===== src/rtl/e203_exu_muldiv_wbck_buf.sv =====
// Writeback buffer behind the muldiv unit: tags results with the issue-time ITAG
// and queues {wdat, err, itag} so a slow writeback arbiter never stalls the datapath.
module e203_exu_muldiv_wbck_buf #(
  parameter int DEPTH  = 2,
  parameter int PTR_W  = 1,
  parameter int XLEN   = 32,
  parameter int ITAG_W = 8
) (
  input  logic              clk,
  input  logic              rst_n,
  input  logic              issue_valid,
  input  logic              issue_ready,
  input  logic [ITAG_W-1:0] issue_itag,
  input  logic              flush_pulse,
  input  logic              mdv_o_valid,
  output logic              mdv_o_ready,
  input  logic [XLEN-1:0]   mdv_o_wdat,
  input  logic              mdv_o_err,
  output logic              wbck_o_valid,
  input  logic              wbck_o_ready,
  output logic [XLEN-1:0]   wbck_o_wdat,
  output logic              wbck_o_err,
  output logic [ITAG_W-1:0] wbck_o_itag,
  output logic              issue_block,
  output logic [PTR_W:0]    buf_cnt
);

  localparam int ENT_W = XLEN + 1 + ITAG_W;
  localparam logic [PTR_W:0] DEPTH_C = (PTR_W+1)'(DEPTH);

  logic              pend_vld_r;
  logic [ITAG_W-1:0] pend_itag_r;
  logic [PTR_W-1:0]  wr_ptr_r;
  logic [PTR_W-1:0]  rd_ptr_r;
  logic [PTR_W:0]    count_r;
  logic [PTR_W:0]    count_nxt_s;
  logic [ENT_W-1:0]  entry_r [DEPTH];

  logic issue_hs_s;
  logic res_hs_s;
  logic pop_s;
  logic full_s;
  logic empty_s;

  assign full_s     = (count_r == DEPTH_C);
  assign empty_s    = (count_r == (PTR_W+1)'(0));
  assign issue_hs_s = issue_valid & issue_ready;
  assign res_hs_s   = mdv_o_valid & ~full_s;
  assign pop_s      = ~empty_s & wbck_o_ready;

  // Pending-op tag: flush cancels, a new issue wins over a same-cycle result clear
  always_ff @(posedge clk or negedge rst_n) begin
    if (!rst_n) begin
      pend_vld_r  <= 1'b0;
      pend_itag_r <= '0;
    end else if (flush_pulse) begin
      pend_vld_r  <= 1'b0;
    end else if (issue_hs_s) begin
      pend_vld_r  <= 1'b1;
      pend_itag_r <= issue_itag;
    end else if (res_hs_s) begin
      pend_vld_r  <= 1'b0;
    end
  end

  // Occupancy next-state from push/pop handshakes
  always_comb begin
    count_nxt_s = count_r;
    case ({res_hs_s, pop_s})
      2'b10:   count_nxt_s = count_r + (PTR_W+1)'(1);
      2'b01:   count_nxt_s = count_r - (PTR_W+1)'(1);
      default: count_nxt_s = count_r;
    endcase
  end

  // FIFO pointers, occupancy and entry storage; flush never touches queued results
  always_ff @(posedge clk or negedge rst_n) begin
    if (!rst_n) begin
      wr_ptr_r <= '0;
      rd_ptr_r <= '0;
      count_r  <= '0;
      for (int i = 0; i < DEPTH; i++) begin
        entry_r[i] <= '0;
      end
    end else begin
      count_r <= count_nxt_s;
      if (res_hs_s) begin
        entry_r[wr_ptr_r] <= {mdv_o_wdat, mdv_o_err, pend_itag_r};
        wr_ptr_r          <= wr_ptr_r + PTR_W'(1);
      end
      if (pop_s) begin
        rd_ptr_r <= rd_ptr_r + PTR_W'(1);
      end
    end
  end

  assign mdv_o_ready  = ~full_s;
  assign wbck_o_valid = ~empty_s;
  assign {wbck_o_wdat, wbck_o_err, wbck_o_itag} = entry_r[rd_ptr_r];
  assign issue_block  = pend_vld_r | full_s;
  assign buf_cnt      = count_r;

  e203_exu_muldiv_wbck_buf_chk #(
    .PTR_W (PTR_W),
    .DEPTH (DEPTH)
  ) u_chk (
    .clk      (clk),
    .rst_n    (rst_n),
    .issue_hs (issue_hs_s),
    .res_hs   (mdv_o_valid & mdv_o_ready),
    .pend_vld (pend_vld_r),
    .count    (count_r)
  );

endmodule

// Protocol checks on the issue/result handshakes around the pending tag.
module e203_exu_muldiv_wbck_buf_chk #(
  parameter int PTR_W = 1,
  parameter int DEPTH = 2
) (
  input  logic           clk,
  input  logic           rst_n,
  input  logic           issue_hs,
  input  logic           res_hs,
  input  logic           pend_vld,
  input  logic [PTR_W:0] count
);

  a_issue_while_pend: assert property (@(posedge clk) disable iff (!rst_n)
    !(issue_hs && pend_vld && !res_hs));

  a_res_without_pend: assert property (@(posedge clk) disable iff (!rst_n)
    !(res_hs && !pend_vld));

  a_count_range: assert property (@(posedge clk) disable iff (!rst_n)
    (int'(count) <= DEPTH));

endmodule

===== config.mk =====
export PLATFORM = sky130hd
export DESIGN_NAME = e203_exu_muldiv_wbck_buf
export DESIGN_NICKNAME = d
export VERILOG_FILES = /design/src/rtl/e203_exu_muldiv_wbck_buf.sv
export SDC_FILE = /design/constraint.sdc
export NUM_CORES = 1
export LEC_CHECK = 0
export ABC_AREA = 1
export CORE_MARGIN = 1.5
export CORE_UTILIZATION = 40
export CTS_CLUSTER_DIAMETER = 30
export DETAILED_ROUTE_END_ITERATION = 10
export HOLD_SLACK_MARGIN = 0.03
export PLACE_DENSITY = 0.65
export SLEW_MARGIN = 20
export SYNTH_ARGS = -nofsm -noshare
export SYNTH_HDL_FRONTEND = slang
export SYNTH_SLANG_ARGS = --single-unit

===== constraint.sdc =====
create_clock -name clk -period 1.71 [get_ports clk]
set_input_delay 0.342 -clock clk [delete_from_list [all_inputs] [get_ports clk]]
set_output_delay 0.342 -clock clk [all_outputs]
set_load 0.01 [all_outputs]

Word-level counts from Yosys, hierarchy flattened
Index checks and enable logic that the tools add are counted.
{"block": "op_classes", "n_addsub": 4, "n_lt_le_gt_ge": 3, "eq_ne": 3, "mux": 10, "n_bitwise": 9, "n_reduce_logical": 5}
{"op": "2-to-1 mux 41 bit", "n": 4}
{"op": "bitwise mux 82 bit", "n": 1}
{"op": "demux 41 bit (select 1 bit)", "n": 1}
{"op": "equality test 2 bit (second input constant)", "n": 2}
{"op": "greater-or-equal comparator 2 bit (second input constant)", "n": 2}
{"op": "inverter 1 -> 2 bit", "n": 2}
{"op": "one-hot mux 2 bit (2 select lines)", "n": 1}
{"op": "bitwise AND 1 bit", "n": 3}
{"op": "2-to-1 mux 1 bit", "n": 3}
{"op": "inverter 1 bit", "n": 3}
{"op": "nonzero test 3 bit", "n": 1}
{"op": "adder 1 bit (second input constant)", "n": 2}
{"op": "adder 2 x 1 -> 2 bit (second input constant)", "n": 1}
{"op": "equality test 2 x 1 -> 1 bit (second input constant)", "n": 1}
{"op": "zero test 2 bit", "n": 1}
{"op": "less-than comparator 2 x 1 -> 1 bit (second input constant)", "n": 1}
{"op": "AND reduction 2 bit", "n": 1}
{"op": "nonzero test 2 bit", "n": 1}
{"op": "subtractor 2 x 1 -> 2 bit (second input constant)", "n": 1}
{"op": "logical AND 1 bit", "n": 1}
{"op": "OR 1 bit", "n": 1}
{"block": "totals", "reg_bits": 95, "input_bits": 48, "output_inout_bits": 46, "word_cells": 41}

Longest topological paths before layout
Gate-level depths: netlist (run 1).
{"block": "logic_depth", "depth_word": 6, "depth_mapped": 10, "mapped_depth_nobuf": 10}

Worst setup path before layout (run 1)
OpenSTA, ideal clock, no wires.
{"block": "synth_path", "path_kind": "flip-flop to flip-flop", "start": "register count_r[0], in the netlist buf_cnt[0]", "end": "register count_r[1], in the netlist buf_cnt[1]", "setup_ns": 0.117, "arrival_ns": 1.321, "required_ns": 1.593, "setup_slack_ns": 0.272, "stages_incl_launch_ff": 10, "path_buffers": 1, "synth_period_minus_slack_ns": 1.438, "cell_sequence": "dfrtp_1 -> inv_2 -> nand2_2 -> buf_6 -> nand2_1 -> ha_1 -> inv_1 -> nand3_1 -> nand2_1 -> nand2_1"}
{"block": "synth_via", "elab_chain_cells": 5, "elab_cells_between_ends": 12, "cone_classes": "add/sub: 2; eq/ne: 3; mux: 1; bitwise: 4; reduce/logical: 2"}
{"item": "from (decl)", "line": "35", "source": "logic [PTR_W:0] count_r;"}
{"item": "from (signal assigned)", "line": "86", "source": "count_r <= count_nxt_s;"}
{"item": "equality test 2 bit or zero test 2 bit (tied branches)", "line": "45, 46"}
{"item": "inverter 1 bit, on equally long branches", "line": "48, 49"}
{"item": "bitwise AND 1 bit, on equally long branches"}
{"item": "equality test 2 x 1 -> 1 bit or equality test 2 bit (tied branches)", "line": "69", "source": "case ({res_hs_s, pop_s})"}
{"item": "one-hot mux 2 bit (2 select lines) or nonzero test 2 bit (tied branches)"}
Several ways; a longest one is shown, not always the timed one.
A chain may end at the register's enable or synchronous reset.

Final worst setup path (run 1)
{"block": "layout_path", "start": "register rd_ptr_r", "end": "output wbck_o_itag[6]"}
{"block": "layout_via", "elab_chain_cells": 4}
{"item": "from (decl)", "line": "34", "source": "logic [PTR_W-1:0] rd_ptr_r;"}
{"item": "from (signal assigned)", "line": "92", "source": "rd_ptr_r <= rd_ptr_r + PTR_W'(1);"}
{"item": "inverter 1 -> 2 bit (implied by the code)", "line": "99", "source": "assign {wbck_o_wdat, wbck_o_err, wbck_o_itag} = entry_r[rd_ptr_r];"}
{"item": "2-to-1 mux 41 bit (implied by the code) (3 in a row)", "line": "99"}
{"item": "to (decl)", "line": "23", "source": "output logic [ITAG_W-1:0] wbck_o_itag,"}
No other way between the ends. The select of a mux whose other input is x is not followed.

==> flow_summary_export.csv, run 1 <==
group,metric,value,unit
global_routing,grt_max_degree,39,
power_and_ir_drop,ir_worst_vdd,0.849,mV
cells_and_area,final_util,54.5,%
cells_and_area,register_area,2380,sq um
sta,slew-limit-headroom,75.4,%
sta,hold_violations,0,
sta,period_share,104,%
floorplanning,dieHeight,108,microns
cts,cts_buffers,9,
route,ant_nets,0,
route,first_pass_iters,5,
worst_setup_path,required,1.37,ns
cells_and_area,area_delta_synth_final,32.7,%
worst_setup_path,path_max_fanout,7,
cells_and_area,n_antenna_cell,0,
route,dr.first_iter.drc_count,233,
cts,cts.sinks,95,
floorplanning,num_rows,38,
sta,finalSetupTns,-0.554,ns
route,wl,12200,microns
sta,tightest_slew,0.369,ns
power_and_ir_drop,pwr-share-clk,14.1,%
sta,fmax,564,MHz
cts,cts_htree_levels,3,
route,avgRoutedWirePerCell,15.2,microns
synth,synthArstFlopShare,100,%
sta,slew_violations,0,
global_routing,grtUsageTotal,21.2,%
synth,synth_cell_types,17,
worst_setup_path,crit_type,"register to output pin",
worst_setup_path,critPathArrivalTime,1.43,ns
power_and_ir_drop,total_power,11.1,mW
synth,synth_top_area_cell,"dfrtp_1",
cts,root_buffer,"clkbuf_8",
route,wl_met1,5540,microns
synth,ys_warn_count,0,
sta,setup_ws,-0.0617,ns
worst_setup_path,end_kind,"output pin",
floorplanning,die_area,11800,sq um
place,port_buffers,93,
route,top_layer,"met4",
synth,synth_edf_count,0,
cts,clock_latency,0.36,ns
sta,setup_viol,21,
global_routing,grt_pass1_vias,3919,
cts,cts_tree,"yes",
sta,rsz0062_at_grt,"true",
floorplanning,coreArea,10800,sq um
sta,min_period,1.77,ns
floorplanning,start_util,41.0,%
floorplanning,io_pins,94,
worst_hold_path,hold_class,"input port to asynchronous set/reset pin",
power_and_ir_drop,power_density,1870,nW/um^2
global_routing,grt_overflow,0,
place,dp_hpwl,7580,microns
cells_and_area,finalNetCount,709,
synth,yosysTopAreaCellShare,53.4,%
outcome,violations,"negative setup slack",
power_and_ir_drop,netSwitchingFraction,42.3,%
synth,ys_seq_area_share,53.4,%
place,gp_congestion,0.765,
synth,syn_area,4450,sq um
route,met2_wirelength,5950,microns
cells_and_area,drive_gt1_share,18.6,%
global_routing,antenna_found_initial,0,
cells_and_area,stdcell_area,5900,sq um
power_and_ir_drop,pwr-share-comb,51.2,%
route,via_per_inst,5.20,
synth,syn_nets,614,
power_and_ir_drop,p_seq_share,34.7,%
cells_and_area,multi_input_area,1880,sq um
power_and_ir_drop,p_int,6.38,mW
sta,fin_skew,0.0122,ns
cells_and_area,fillCellCount,1056,
run,cap_violations,0,
worst_setup_path,startpoint_type,"register",
synth,yosysMostFrequentCell,"nand2_1",
cts,clk_pin_slew,0.09,ns
synth,ys_seq_elements,95,
route,drc,0,
cts,cts_buffer_depth,2,
synth,synth-main-ff-cell,"dfrtp_1",
place,place_area,5560,sq um
route,num_vias,4186,
power_and_ir_drop,leakage,3.16,nW
floorplanning,die_x,108,microns
outcome,outcome,"finished with violations",
place,place_ws,-0.0230,ns
synth,synth.top_cells.by_area,"dfrtp_1, nand2_1, nand4_1, buf_2, inv_1",
route,met3_length,517,microns
synth,yosys-top-cells-count,"nand2_1, dfrtp_1, nand4_1",
synth,syn_inst,565,
global_routing,grt_pass1_wl,19300,microns
power_and_ir_drop,p_sw,4.68,mW
synth,avgSynthCellArea,7.87,sq um
[sequential cells by signal, indices dropped and copies added, names as in the netlist]
signal,count
buf_cnt,2
entry_r,82
pend_itag_r,8
pend_vld_r,1
rd_ptr_r,1
wr_ptr_r,1
[layout by cell type, fill, tap and decap left out, types with 2 or more instances in the layout]
master,synthesis,routed
buf_12,0,7
buf_2,27,33
buf_4,5,22
buf_6,1,10
clkbuf_16,0,2
clkbuf_2,0,2
clkbuf_8,0,11
clkdlybuf4s50_1,0,45
clkinv_4,0,2
clkinvlp_4,0,2
dfrtp_1,95,93
dfrtp_2,0,2
dlygate4sd2_1,0,4
inv_1,14,14
inv_2,2,2
nand2_1,308,285
nand2_2,1,18
nand2_4,0,5
nand3_1,5,4
nand3_2,1,2
nand4_1,83,83
o21ai_0,8,8
[worst max-delay path: stages, from the launching register on]
cell and delay [ns]:
dfrtp_2 0.44, clkinv_4 0.11, buf_12 0.15, buf_6 0.11
nand2_2 0.06, nand2_2 0.07, buf_6 0.12
[path summary, 6_finish.rpt]
| kind | end | startpoint | cells after the start | slack (ns) |
|---|---|---|---|---|
| setup / recovery | wbck_o_itag[6] | rd_ptr_r$_DFFE_PN0P_ | 6 | -0.06 |
| hold / removal | entry_r[52]$_DFFE_PN0P_ | rst_n | 2 | 0.41 |
| setup reg to reg | entry_r[5]$_DFFE_PN0P_ | buf_cnt[1]$_DFFE_PN0P_ | 7 | 0.06 |
| hold reg to reg | entry_r[4]$_DFFE_PN0P_ | entry_r[4]$_DFFE_PN0P_ | 2 | 0.48 |
| max in group asynchronous | wr_ptr_r$_DFFE_PN0N_ | rst_n | 3 | 0.76 |
| min in group clk | wr_ptr_r$_DFFE_PN0N_ | mdv_o_valid | 4 | 0.47 |
[area by class of cell]
| class | count | share of cell area [%] |
|---|---|---|
| repair buffers | 129 | 20.2 |
| flip-flops and latches | 95 | 40.3 |
| inverters | 17 | 1.17 |
| multi-input cells | 408 | 31.8 |
| well taps | 140 | 2.97 |
| clock inverters | 4 | 0.911 |
| clock buffers | 12 | 2.63 |
[metal layers]
layer	global-route usage, %	up-vias
met4	6.95	0
met3	2.71	17
met5	0	-
met2	34.6	121
li1	-	2023
met1	29.2	2025
[metrics by stage]
| step | hold WS, ns | std cells |
|---|---|---|
| 5_1_grt | 0.437 | 805 |
| 3_5_place_dp | 0.267 | 777 |
| 2_1_floorplan | 0.0464 | 565 |
| 4_1_cts | 0.412 | 802 |
| 6_report | 0.411 | 805 |
| 3_3_place_gp | 0.268 | 777 |
[power by group through the flow]
stage,clock (mW),sequential [mW],combinational (mW)
after floorplan,0,3.68,3.07
after global placement,0,3.81,5.35
after detailed placement,0,3.83,5.44
after CTS,1.58,3.79,5.32
after global routing,1.67,3.96,6.22
final,1.56,3.84,5.66
[kinds of logic (layout without fill, tap and decap cells)]
kind of cell	after synthesis	count (layout)	share of synthesized area [%]
xor gates and xnor gates	1	1	0.197
and+or+nand+nor	398	398	38.6
DFF	95	95	53.4
AOI/OAI and AO/OA	8	8	0.900
adders and majority gates	1	1	0.281
buffers and inverters	62	162	6.58
[repair_timing]
item,CTS,global route
hold buffers,1,0
pin swaps,0,7
endpoints found under the setup margin,45,63
hold endpoints to repair,21,0
gates cloned,2,2
setup buffers,6,2
resized for setup,178,42
Note: power is estimated with default switching activity, not from simulation.
==> run 2, diff against run 1 <==
--- a/config.mk
+++ b/config.mk
@@ -9,6 +9,7 @@
 export CORE_MARGIN = 1.5
 export CORE_UTILIZATION = 40
 export CTS_CLUSTER_DIAMETER = 30
+export CTS_CLUSTER_SIZE = 40
 export DETAILED_ROUTE_END_ITERATION = 10
 export HOLD_SLACK_MARGIN = 0.03
 export PLACE_DENSITY = 0.65
==> results of run 2 <==
Final layout, timing and power as in run 1 (identical DEF).
==> RTL edit, RTL diff (flow settings as in run 1) <==
`ITAG_W`: 8 -> 6.
--- a/src/rtl/e203_exu_muldiv_wbck_buf.sv
+++ b/src/rtl/e203_exu_muldiv_wbck_buf.sv
@@ -4,7 +4,7 @@
   parameter int DEPTH  = 2,
   parameter int PTR_W  = 1,
   parameter int XLEN   = 32,
-  parameter int ITAG_W = 8
+  parameter int ITAG_W = 6
 ) (
   input  logic              clk,
   input  logic              rst_n,
Ports: changed (resized issue_itag and wbck_o_itag); port bits go from 94 to 90. The function was not compared with the original's and may differ.
==> RTL edit against run 1 <==
  * The run still ends with negative setup slack left
  * Power is 2.1% lower
  * Setup slack worse by 0.017 ns
  * Synthesized area is 4.3% lower
  * Critical path depth grew 1
  * Sequential cell count shrank 6
  * Sequential power down 5%
  * First-iteration DRC count down 8.6%
  * Clock power is 11% lower
  * Clock skew down 0.0017 ns
  * Final area is 3.3% lower
  * Combinational power up 2%
  * Routed wire length fell by 2.5%
  * Critical endpoint is now wbck_o_wdat[24]
==> RTL edit: results (changes against run 1) <==
Yosys
  – Ranking of synthesized cells by area: dfrtp_1 (52%), nand2_1 (26%), nand4_1 (12%) (was dfrtp_1 (53%), nand2_1 (26%), nand4_1 (12%))
  – Syn_nets: 582 (was 614)
  – Synth Area in Compound Gates: 0.705% (was 0.900%)
  – Post-Synth XOR/XNOR Area: 0.206% (was 0.197%)
  – Syn Area/Cell: 7.96 µm² (was 7.87 µm²)
  – Most frequent cells after synthesis: nand2_1 (292), dfrtp_1 (89), nand4_1 (79), clkbuf_1 (15), inv_1 (13) (was nand2_1 (308), dfrtp_1 (95), nand4_1 (83), buf_2 (27), inv_1 (14))

Min path
  – Worst hold path type: register to register (was input pin to async pin)

Pwr
  – Worst VDD drop: 0.670 mV (was 0.849 mV)
  – NetSw: 0.00461 W (was 0.00468 W)
  – Leak: 3.04 nW (was 3.16 nW)

Drt
  – Top Layer Used: met5 (was met4)
  – DR pass1 iterations: 4 (was 5)
  – Metal1 wirelength: 5.11 mm (was 5.54 mm)
  – Met2 wire len: 5.77 mm (was 5.95 mm)
  – Met3 Routed Length: 835 µm (was 517 µm)
  – Initial drt markers: 213 (was 233)

Placed design
  – Final Wtd Congestion: 0.780 (was 0.765)
  – Placed inst area: 0.00525 mm² (was 0.00556 mm²)
  – HPWL Detailed: 7.21 mm (was 7.58 mm)
  – Pre-CTS setup slack: -0.0197 ns (was -0.0230 ns)

GRT
  – Antenna violations before repair: 1 (was 0)
  – Largest net degree at the start of global routing: 52 (was 39)
  – Total track usage: 21.7% (was 21.2%)
  – Met2 Use GR: 34.7% (was 34.6%)

Layout
  – Share of cells above drive strength 1: 21.8% (was 18.6%)
  – Max reg flops: 78 (was 82)
  – Nets: 676 (was 709)

Timing
  – Hold_ws: 0.472 ns (was 0.411 ns)
  – Slew margin rel.: 68.4% (was 75.4%)
  – Setup ws final: -0.0784 ns (was -0.0617 ns)
  – Setup TNS: -1.05 ns (was -0.554 ns)
  – Setup Viol. Count Final: 31 (was 21)

Worst setup path
  – Worst r2r path cells: 8 (was 7)
  – R2R setup slack: 0.15 ns (was 0.06 ns)
  – CP arrival: 1.45 ns (was 1.43 ns)
  – Reg2reg end: entry_r[47] (was entry_r[5])
  – Worst setup path endpoint: wbck_o_wdat[24] (was wbck_o_itag[6])

Outcome
  – Violations in the final reports: negative setup slack (unchanged)
  – Status: finished, violations left (unchanged)
RTL edit: final cells by class:
type	instances	area, µm²
flip-flops and latches	89	2230
inverters	15	58.8
multi-input cells	386	1830
clock buffers	12	165
clock inverters	4	26.3
well taps	136	170
fillers	964	4620
repair buffers	128	1230
RTL edit: power by group through the flow:
| stage | sequential [W] | combinational [W] | clock, W |
|---|---|---|---|
| 2_1_floorplan | 0.00347 | 0.00307 | 0 |
| 3_3_place_gp | 0.00359 | 0.00510 | 0 |
| 3_5_place_dp | 0.00363 | 0.00520 | 0 |
| 4_1_cts | 0.00360 | 0.00534 | 0.00143 |
| 5_1_grt | 0.00377 | 0.00636 | 0.00152 |
| 6_report | 0.00366 | 0.00577 | 0.00139 |
RTL edit: repair_timing:
item | CTS | global route
hold buffers | 1 | 0
buffers inserted | 11 | 2
hold endpoints to repair | 89 | 0
cloned | 4 | 2
setup endpoints to repair | 44 | 43
resized for setup | 200 | 42
pin swaps | 1 | 8
